**src/rtl/riscv_fetch_pkg.sv**
```systemverilog
// ==== riscv_fetch_pkg: shared defaults for the instruction-fetch front end ====
// Rev 1.0
`default_nettype none

package riscv_fetch_pkg;

    localparam int          XLEN_RV         = 64;
    localparam int          ILEN_RV         = 32;
    localparam int          DEPTH_RV        = 4;
    localparam logic [63:0] RESET_VECTOR_RV = 64'h0;
    localparam int          PC_STEP_RV      = 4;

    // One extra bit so a counter can hold the value DEPTH itself.
    function automatic int cnt_width(input int depth);
        return $clog2(depth) + 1;
    endfunction

endpackage

`default_nettype wire

```
**src/rtl/fetch_queue.sv**
```systemverilog
// ==== fetch_queue: DEPTH-slot {pc, data, filled} buffer with allocate/fill/pop pointers ====
// Rev 1.0
`default_nettype none

module fetch_queue
    import riscv_fetch_pkg::*;
#(
    parameter int XLEN  = XLEN_RV,
    parameter int ILEN  = ILEN_RV,
    parameter int DEPTH = DEPTH_RV
) (
    input  logic                          clk,
    input  logic                          reset,
    input  logic                          flush_i,
    input  logic                          alloc_i,
    input  logic [XLEN-1:0]               alloc_pc_i,
    input  logic                          fill_i,
    input  logic [ILEN-1:0]               fill_data_i,
    input  logic                          pop_ready_i,
    output logic [cnt_width(DEPTH)-1:0]   alloc_cnt_o,
    output logic [cnt_width(DEPTH)-1:0]   pend_cnt_o,
    output logic                          head_valid_o,
    output logic [ILEN-1:0]               head_data_o,
    output logic [XLEN-1:0]               head_pc_o
);

    localparam int CW = cnt_width(DEPTH);
    localparam int PW = $clog2(DEPTH);

    logic [XLEN-1:0]  pc_q   [DEPTH];
    logic [ILEN-1:0]  data_q [DEPTH];
    logic [DEPTH-1:0] filled_q;
    logic [PW-1:0]    head_q;
    logic [PW-1:0]    fill_q;
    logic [PW-1:0]    tail_q;
    logic [CW-1:0]    alloc_cnt_q;
    logic [CW-1:0]    pend_cnt_q;
    logic             w_pop;

    assign w_pop        = filled_q[head_q] && pop_ready_i;
    assign head_valid_o = filled_q[head_q];
    assign head_data_o  = data_q[head_q];
    assign head_pc_o    = pc_q[head_q];
    assign alloc_cnt_o  = alloc_cnt_q;
    assign pend_cnt_o   = pend_cnt_q;

    // Allocate, fill and pop always touch distinct slots, so all three may coexist.
    always_ff @(posedge clk or negedge reset) begin
        if (!reset) begin
            for (int i = 0; i < DEPTH; i++) begin
                pc_q[i]   <= '0;
                data_q[i] <= '0;
            end
            filled_q    <= '0;
            head_q      <= '0;
            fill_q      <= '0;
            tail_q      <= '0;
            alloc_cnt_q <= '0;
            pend_cnt_q  <= '0;
        end else if (flush_i) begin
            filled_q    <= '0;
            head_q      <= '0;
            fill_q      <= '0;
            tail_q      <= '0;
            alloc_cnt_q <= '0;
            pend_cnt_q  <= '0;
        end else begin
            if (alloc_i) begin
                pc_q[tail_q]     <= alloc_pc_i;
                filled_q[tail_q] <= 1'b0;
                tail_q           <= tail_q + PW'(1);
            end
            if (fill_i) begin
                data_q[fill_q]   <= fill_data_i;
                filled_q[fill_q] <= 1'b1;
                fill_q           <= fill_q + PW'(1);
            end
            if (w_pop) begin
                filled_q[head_q] <= 1'b0;
                head_q           <= head_q + PW'(1);
            end
            alloc_cnt_q <= alloc_cnt_q + CW'(alloc_i) - CW'(w_pop);
            pend_cnt_q  <= pend_cnt_q + CW'(alloc_i) - CW'(fill_i);
        end
    end

endmodule

`default_nettype wire

```
**src/rtl/fetch_unit.sv**
```systemverilog
// ==== fetch_unit: PC register, in-order imem request issue and stale-response dropping ====
// Rev 1.0
`default_nettype none

module fetch_unit
    import riscv_fetch_pkg::*;
#(
    parameter int              XLEN         = XLEN_RV,
    parameter int              ILEN         = ILEN_RV,
    parameter int              DEPTH        = DEPTH_RV,
    parameter logic [XLEN-1:0] RESET_VECTOR = XLEN'(RESET_VECTOR_RV),
    parameter int              PC_STEP      = PC_STEP_RV
) (
    input  logic            clk,
    input  logic            reset,
    input  logic            fetch_en,
    input  logic            redirect_valid,
    input  logic [XLEN-1:0] redirect_pc,
    output logic            imem_req_valid,
    input  logic            imem_req_ready,
    output logic [XLEN-1:0] imem_req_addr,
    input  logic            imem_rsp_valid,
    input  logic [ILEN-1:0] imem_rsp_data,
    output logic            inst_valid,
    input  logic            inst_ready,
    output logic [ILEN-1:0] inst_data,
    output logic [XLEN-1:0] inst_pc
);

    localparam int CW = cnt_width(DEPTH);

    logic [XLEN-1:0] fetch_pc_q;
    logic [XLEN-1:0] fetch_pc_d;
    logic [CW-1:0]   drop_cnt_q;
    logic [CW-1:0]   drop_cnt_d;
    logic [CW-1:0]   w_alloc_cnt;
    logic [CW-1:0]   w_pend_cnt;
    logic [CW:0]     w_credit_used;
    logic            w_req_fire;
    logic            w_fill;

    // Responses still owed to flushed requests consume credit until they return.
    assign w_credit_used  = {1'b0, w_alloc_cnt} + {1'b0, drop_cnt_q};
    assign imem_req_valid = reset && fetch_en && !redirect_valid
                            && (w_credit_used < (CW+1)'(DEPTH));
    assign imem_req_addr  = fetch_pc_q;
    assign w_req_fire     = imem_req_valid && imem_req_ready;
    assign w_fill         = imem_rsp_valid && !redirect_valid && (drop_cnt_q == '0);

    always_comb begin
        fetch_pc_d = fetch_pc_q;
        drop_cnt_d = drop_cnt_q;
        if (redirect_valid) begin
            fetch_pc_d = redirect_pc;
            drop_cnt_d = drop_cnt_q + w_pend_cnt - CW'(imem_rsp_valid);
        end else begin
            if (w_req_fire) begin
                fetch_pc_d = fetch_pc_q + XLEN'(PC_STEP);
            end
            if (imem_rsp_valid && (drop_cnt_q != '0)) begin
                drop_cnt_d = drop_cnt_q - CW'(1);
            end
        end
    end

    always_ff @(posedge clk or negedge reset) begin
        if (!reset) begin
            fetch_pc_q <= RESET_VECTOR;
            drop_cnt_q <= '0;
        end else begin
            fetch_pc_q <= fetch_pc_d;
            drop_cnt_q <= drop_cnt_d;
        end
    end

    fetch_queue #(
        .XLEN  (XLEN),
        .ILEN  (ILEN),
        .DEPTH (DEPTH)
    ) u_queue (
        .clk          (clk),
        .reset        (reset),
        .flush_i      (redirect_valid),
        .alloc_i      (w_req_fire),
        .alloc_pc_i   (fetch_pc_q),
        .fill_i       (w_fill),
        .fill_data_i  (imem_rsp_data),
        .pop_ready_i  (inst_ready),
        .alloc_cnt_o  (w_alloc_cnt),
        .pend_cnt_o   (w_pend_cnt),
        .head_valid_o (inst_valid),
        .head_data_o  (inst_data),
        .head_pc_o    (inst_pc)
    );

endmodule

`default_nettype wire

```
**config.mk**
```make
export PLATFORM = sky130hd
export DESIGN_NAME = fetch_unit
export DESIGN_NICKNAME = d
export VERILOG_FILES = /design/src/rtl/riscv_fetch_pkg.sv /design/src/rtl/fetch_queue.sv /design/src/rtl/fetch_unit.sv
export SDC_FILE = /design/constraint.sdc
export NUM_CORES = 1
export LEC_CHECK = 0
export CORE_MARGIN = 4
export CORE_UTILIZATION = 40
export CTS_CLUSTER_DIAMETER = 200
export DETAILED_ROUTE_END_ITERATION = 6
export HOLD_SLACK_MARGIN = 0.06
export SETUP_SLACK_MARGIN = 0.4
export SYNTH_ARGS = -nofsm -noshare
export SYNTH_HDL_FRONTEND = slang
export SYNTH_SLANG_ARGS = --single-unit
```
**constraint.sdc**
```tcl
create_clock -name clk -period 4.7 [get_ports clk]
set_input_delay 0.705 -clock clk [delete_from_list [all_inputs] [get_ports clk]]
set_output_delay 0.705 -clock clk [all_outputs]
set_load 0.01 [all_outputs]
```
After elaboration in Yosys (flattened, before gate mapping)
Cells that the tools add are included.
{"block": "totals", "latch_bits": 0, "elab_cells": 109, "mem_bits_ro": 0, "output_inout_bits": 162, "ff_bits": 467, "mem_count": 0, "ram_bits": 0}
{"block": "classes", "n_mul": 0, "muxes": 38, "n_bitwise": 9, "order_cmp": 12, "n_reduce_logical": 22, "add_sub_neg": 12, "div": 0, "n_shift": 0, "n_eq_ne": 0}
{"op": "64-bit two-way mux", "count": 5}
{"op": "256-bit bitwise mux", "count": 1}
{"op": "64-bit binary-select mux with 2-bit select", "count": 1}
{"op": "128-bit bitwise mux", "count": 1}
{"op": "64-bit demux with 2-bit select", "count": 1}
{"op": "32-bit two-way mux", "count": 3}
{"op": "64-bit by 3-bit adder with 64-bit output (second input constant)", "count": 1}
{"op": "32-bit binary-select mux with 2-bit select", "count": 1}
{"op": "32-bit demux with 2-bit select", "count": 1}
{"op": "4-bit two-way mux", "count": 6}
{"op": "1-bit logical AND", "count": 13}
{"op": "2-bit two-way mux", "count": 6}
{"op": "3-bit two-way mux", "count": 4}
{"op": "3-bit >= comparator (second input constant)", "count": 3}
{"op": "2-bit by 3-bit less-than comparator with 1-bit output (second input constant)", "count": 3}
{"op": "2-bit NOT with 3-bit output", "count": 3}
{"op": "3-bit by 1-bit subtractor with 3-bit output", "count": 3}
{"op": "4-bit AND", "count": 2}
{"op": "4-bit NOT", "count": 2}
{"op": "2-bit nonzero test", "count": 4}
{"op": "2-bit by 1-bit adder with 2-bit output (second input constant)", "count": 3}
{"op": "3-bit by 1-bit adder with 3-bit output", "count": 2}
{"op": "1-bit demux with 2-bit select", "count": 3}
{"op": "2-bit by 1-bit >= comparator with 1-bit output (second input constant)", "count": 3}
{"op": "other kinds (13)", "count": 18}

Logic depth before layout (Yosys ltp)
{"block": "logic_depth", "ltp_word": 14, "mapped_depth": 14, "depth_no_buf": 11}

Cells and area by module
A second synthesis with hierarchy kept.
{"block": "unflattened", "cells_unflattened": 1485, "area_unflattened_um2": 23125.9}
{"mod": "fetch_queue", "cells_each": 1026, "area_each_um2": 18871.8, "instances": 1}
{"mod": "fetch_unit", "cells_each": 459, "area_each_um2": 4254.1, "instances": 1}

Least setup slack after synthesis
No wires, ideal clock.
{"block": "synth_timing", "kind": "input -> register", "start": "input port redirect_valid", "end": "register u_queue.alloc_cnt_q[2], in the netlist u_queue.alloc_cnt_o[2]", "cell_stages": 14, "setup_time_ns": 0.132, "n_path_buf": 4, "required_ns": 4.568, "arrival_ns": 3.005, "slack_ns": 1.563, "cell_sequence": "buf_2 > nor2b_1 > and4_1 > inv_2 > clkbuf_1 > clkbuf_1 > clkbuf_1 > ha_1 > inv_1 > ha_1 > inv_1 > fa_1 > xnor2_1 > nor2_1"}
{"block": "synth_between", "elab_chain_len": 7}
{"item": "start, declared", "line": "fetch_unit.sv:17", "source": "input logic redirect_valid,"}
{"item": "1-bit logical NOT", "line": "fetch_unit.sv:44", "source": "assign imem_req_valid = reset && fetch_en && !redirect_valid"}
{"item": "1-bit logical AND", "line": "fetch_unit.sv:44"}
{"item": "1-bit logical AND", "line": "fetch_unit.sv:45", "source": "&& (w_credit_used < (CW+1)'(DEPTH));"}
{"item": "1-bit logical AND", "line": "fetch_unit.sv:47", "source": "assign w_req_fire = imem_req_valid && imem_req_ready;"}
{"item": "3-bit by 1-bit adder with 3-bit output", "line": "fetch_queue.sv:82", "source": "alloc_cnt_q <= alloc_cnt_q + CW'(alloc_i) - CW'(w_pop);"}
{"item": "3-bit by 1-bit subtractor with 3-bit output", "line": "fetch_queue.sv:82"}
{"item": "3-bit two-way mux *", "line": "fetch_queue.sv:60", "source": "end else if (flush_i) begin"}
{"item": "end signal, assigned", "line": "fetch_queue.sv:82"}
{"item": "end, declared", "line": "fetch_queue.sv:36", "source": "logic [CW-1:0] alloc_cnt_q;"}
Mark *: on every way between the ends. The rest lies on a longest branch, timed or not.
A chain may end at the register's enable or synchronous reset.

Worst setup path in the final report
{"block": "layout_timing", "start": "register u_queue.head_q[0]", "end": "output port inst_data[13]"}
{"block": "layout_between", "elab_chain_len": 4}
{"item": "start, declared", "line": "fetch_queue.sv:33", "source": "logic [PW-1:0] head_q;"}
{"item": "start signal, assigned", "line": "fetch_queue.sv:80", "source": "head_q <= head_q + PW'(1);"}
{"item": "2-bit NOT with 3-bit output (implied by the code)", "line": "fetch_queue.sv:42", "source": "assign head_data_o = data_q[head_q];"}
{"item": "32-bit binary-select mux with 2-bit select", "line": "fetch_queue.sv:42"}
{"item": "32-bit two-way mux (implied by the code) (2 in a row)", "line": "fetch_queue.sv:42"}
{"item": "end, declared", "line": "fetch_unit.sv:26", "source": "output logic [ILEN-1:0] inst_data,"}
No other way between the ends. The select of a mux whose other input is x is not followed.

==> impl_results.md <==
* Die width at 241 µm
* Peak Freq at between 200 and 300 MHz
* Total Neg Setup Slack at 0 ns
* Slew HR at 0.318
* Endpoints failing hold at 0
* Die H at 241 µm
* Complex-gate fraction of the synthesized area at 0.0486
* Outcome: finished, final reports clean
* Seq/Total Area, Yosys at 0.536
* Post-synthesis register bit count at between 400 and 500
* Clk Latency, worst-skew pair at ~0.60 ns
* Largest stage delay, worst path at ~0.96 ns
* Cell count after synthesis at 1617
* GRT Overall Usage at 0.202
* Clock Power Share at 0.331
* Largest family of logic cells by synthesized area: multiplexers
* Residual DRC count at 0
* Detailed placement HPWL at around 38000 µm
* Via-to-Cell Ratio at roughly 5.6
* Critical path endpoint category: output port
* Placed insts at 2473
* Reg clk slew, reported paths at roughly 0.060 ns
* # rows at between 80 and 90
* WL final at between 50000 and 60000 µm
* R2R Path Start: u_queue.head_q[0]
* Ports at around 270
* Ant. Diodes at 0
* Int Power at 9.02 mW
* Core ar. at roughly 54000 µm²
* Worst Tran Pin Value at just over 1 ns
* First-pass GRT wire length at slightly above 90000 µm
* Setup WS pre-CTS at roughly 1.4 ns
* Fin Clk Skew at between 0.02 and 0.025 ns
* Fin Hold WS at 0.486 ns
* PortBufs at between 200 and 300
* Logic gate share of total power at 0.247
* CP max FO at 36
* Drt wl/cell at 22.8 µm
* Finished Layout Cells at ~2600
* Clock Sinks at ~470
* Reg-to-reg endpoint: u_queue.alloc_cnt_o[2]
* Main flop type after synthesis: dfrtp_1
* Final Worst Setup Slack at between 0.8 and 0.9 ns
* Leak at ~12 nW
* Syn nets at around 1700
* Asr flop ratio synth at 1.00
* Post-CTS Repair Setup Buffers at 0
* Final setup violation count at 0
* Number of synthesis warnings at 0
* Vias after detailed routing at about 14000
* Reg2reg path depth at 9
* Worst min path class: reg2reg
* Seq pwr share at 0.421
* Share of cells above drive strength 1 at 0.306
* Number of synthesized flops with an enable pin at 0
* VDD IR max at 0.000271 V
* Vias in the first global route at between 15000 and 20000
* Crit share post-route at 0.820
* WHS Path Cells at 2
* CTS Buf Count at 51
* Share of synthesized cell area in full adder, half adder and majority cells at 0.0165
* Largest net degree at the start of global routing at roughly 170
* Hold EP: u_queue.pc_q[118]
* Multiplexer share of the synthesized area at 0.284
* Drt pass-1 iters at 5
* Post-Layout Inst Area at around 27000 µm²
* Sw frac at 0.270
* Die area at a little under 60000 µm²
* Synth cell types at 58
* Xor and xnor area share after synthesis at 0.00643
* Setup CP Type: reg2out
* Overflow after GRT at 0
* Hold-fix buffers, CTS at 1
* Crit path cell chain: buf_4, mux4_2, clkdlybuf4s50_1
* Tmin final at slightly below 4 ns
* Arr. time, crit path at 3.15 ns
* Layout fillers at 4666
* Startpoint Class: flop
* Initial cell density of the core at 0.404
* Synth Area in Simple Gates at 0.0780
* P per Cell Area at between 400 and 500 nW/µm²
* Initial antenna violation count at 4
* Final Max Tran Viols at 0
* Sw power at 3.34 mW
* Cts repair resizes at 0
* Syn_area_per_cell at between 10 and 15 µm²
* CTS HTree Levels at 2
* CTS tree: built
* Worst Hold Launch: u_queue.pc_q[118]
* Syn Std Cell Area at between 20000 and 25000 µm²
* CTS Root Cell: clkbuf_16
* Data required time at the worst endpoint at about 4 ns
* First DRT Iteration DRCs at 800
* Placed Area at around 25000 µm²
* CP max stage cell: dfrtp_4
* MaxCap Viol Count at 0
* Layout Nets at 1961
* Layout Area Growth over Synthesis at 23.0%
* RSZ-0062 raised after global routing: no
* Antenna-violating nets left at 0
* RD Place Congestion at a little under 0.8
* FF-to-FF setup slack at approximately 1.6 ns
* Maximum root-to-sink buffer count at 3
-- critical path, delay by kind of cell, from the launching register on --
family,cells,cell delay [ns]
flip-flops,1,0.96
buffers and inverters,2,1.02
multiplexers,1,0.57
-- worst max-delay path by stage --
stage	startpoint	endpoint
2_1_floorplan	redirect_valid	u_queue.alloc_cnt_o[2]
3_3_place_gp	u_queue.head_q[0]	inst_pc[63]
3_5_place_dp	u_queue.head_q[0]	inst_pc[63]
4_1_cts	u_queue.head_q[0]	inst_data[23]
5_1_grt	u_queue.head_q[0]	inst_data[17]
6_report	u_queue.head_q[0]	inst_data[13]
-- flip-flops by register name, summed over array words and instances, names as in the netlist, 3 cells and up --
register / flops
u_queue.pc_q: 256
u_queue.data_q: 128
imem_req_addr: 64
u_queue.filled_q: 4
drop_cnt_q: 3
u_queue.alloc_cnt_o: 3
u_queue.pend_cnt_o: 3
-- layout make-up --
class / instances / area, µm² / area share
well taps: 696 / 871 / 0.0325
multi-input cells: 988 / 9480 / 0.354
clock inverters: 15 / 195 / 0.00728
flip-flops and latches: 467 / 11700 / 0.436
clock buffers: 77 / 1530 / 0.0569
repair buffers: 293 / 2930 / 0.109
inverters: 30 / 113 / 0.00420
-- routing by layer --
layer | wire length, µm | part of all wire | up-vias | track usage
met4 | 1040 | 0.018 | 8 | 0.0469
met2 | 28200 | 0.48 | 334 | 0.331
met5 | 59 | 0.0010 | - | 0
li1 | - | - | 6420 | -
met1 | 25700 | 0.44 | 7601 | 0.277
met3 | 3610 | 0.062 | 72 | 0.0470
-- through the flow --
stage          total power, mW  utilization
6_report                  12.4        0.497
5_1_grt                   13.0        0.497
4_1_cts                   12.5        0.497
3_5_place_dp              8.38        0.465
3_3_place_gp              8.30        0.465
2_1_floorplan             6.76            -
-- synthesized netlist by cell type (15+ instances only) --
library cell	n	area [µm²]
nand2_1	122	458
mux2_2	346	3900
o211ai_1	26	195
a21oi_1	21	105
inv_1	29	109
mux4_2	97	2180
buf_2	26	130
clkbuf_1	77	289
nor2_1	34	128
nand4_1	31	194
dfrtp_1	467	11700
or4_1	16	120
buf_1	27	101
nand3_1	45	225
ha_1	24	300
o21ai_0	63	315
and3_1	15	93.8
-- cell families after synthesis --
group                      count (synthesis)
AOI/OAI and AO/OA                        164
xor gates and xnor gates                  16
adders and majority gates                 27
buffers and inverters                    162
DFF                                      467
muxes                                    454
and+or+nand+nor                          327
-- power groups by stage --
stage	Clock [mW]	Sequential, mW	Combinational [mW]
6_report	4.10	5.21	3.06
3_3_place_gp	0	5.25	3.05
3_5_place_dp	0	5.28	3.10
4_1_cts	4.21	5.21	3.12
2_1_floorplan	0	5.06	1.70
5_1_grt	4.35	5.30	3.33
-- placed cells by master, fill, tap and decap left out, drive strengths merged, types with 15 or more instances in the layout --
master         count
o21ai             65
dfrtp            467
or4               16
nand4             35
ha                24
mux4              97
and3              15
buf               30
clkdlybuf4s50    262
inv               31
nand2            122
nand3             47
o211ai            26
a21oi             21
mux2             346
o311ai            15
clkbuf            77
nor2              34
Power figures use the tool's default switching activity.
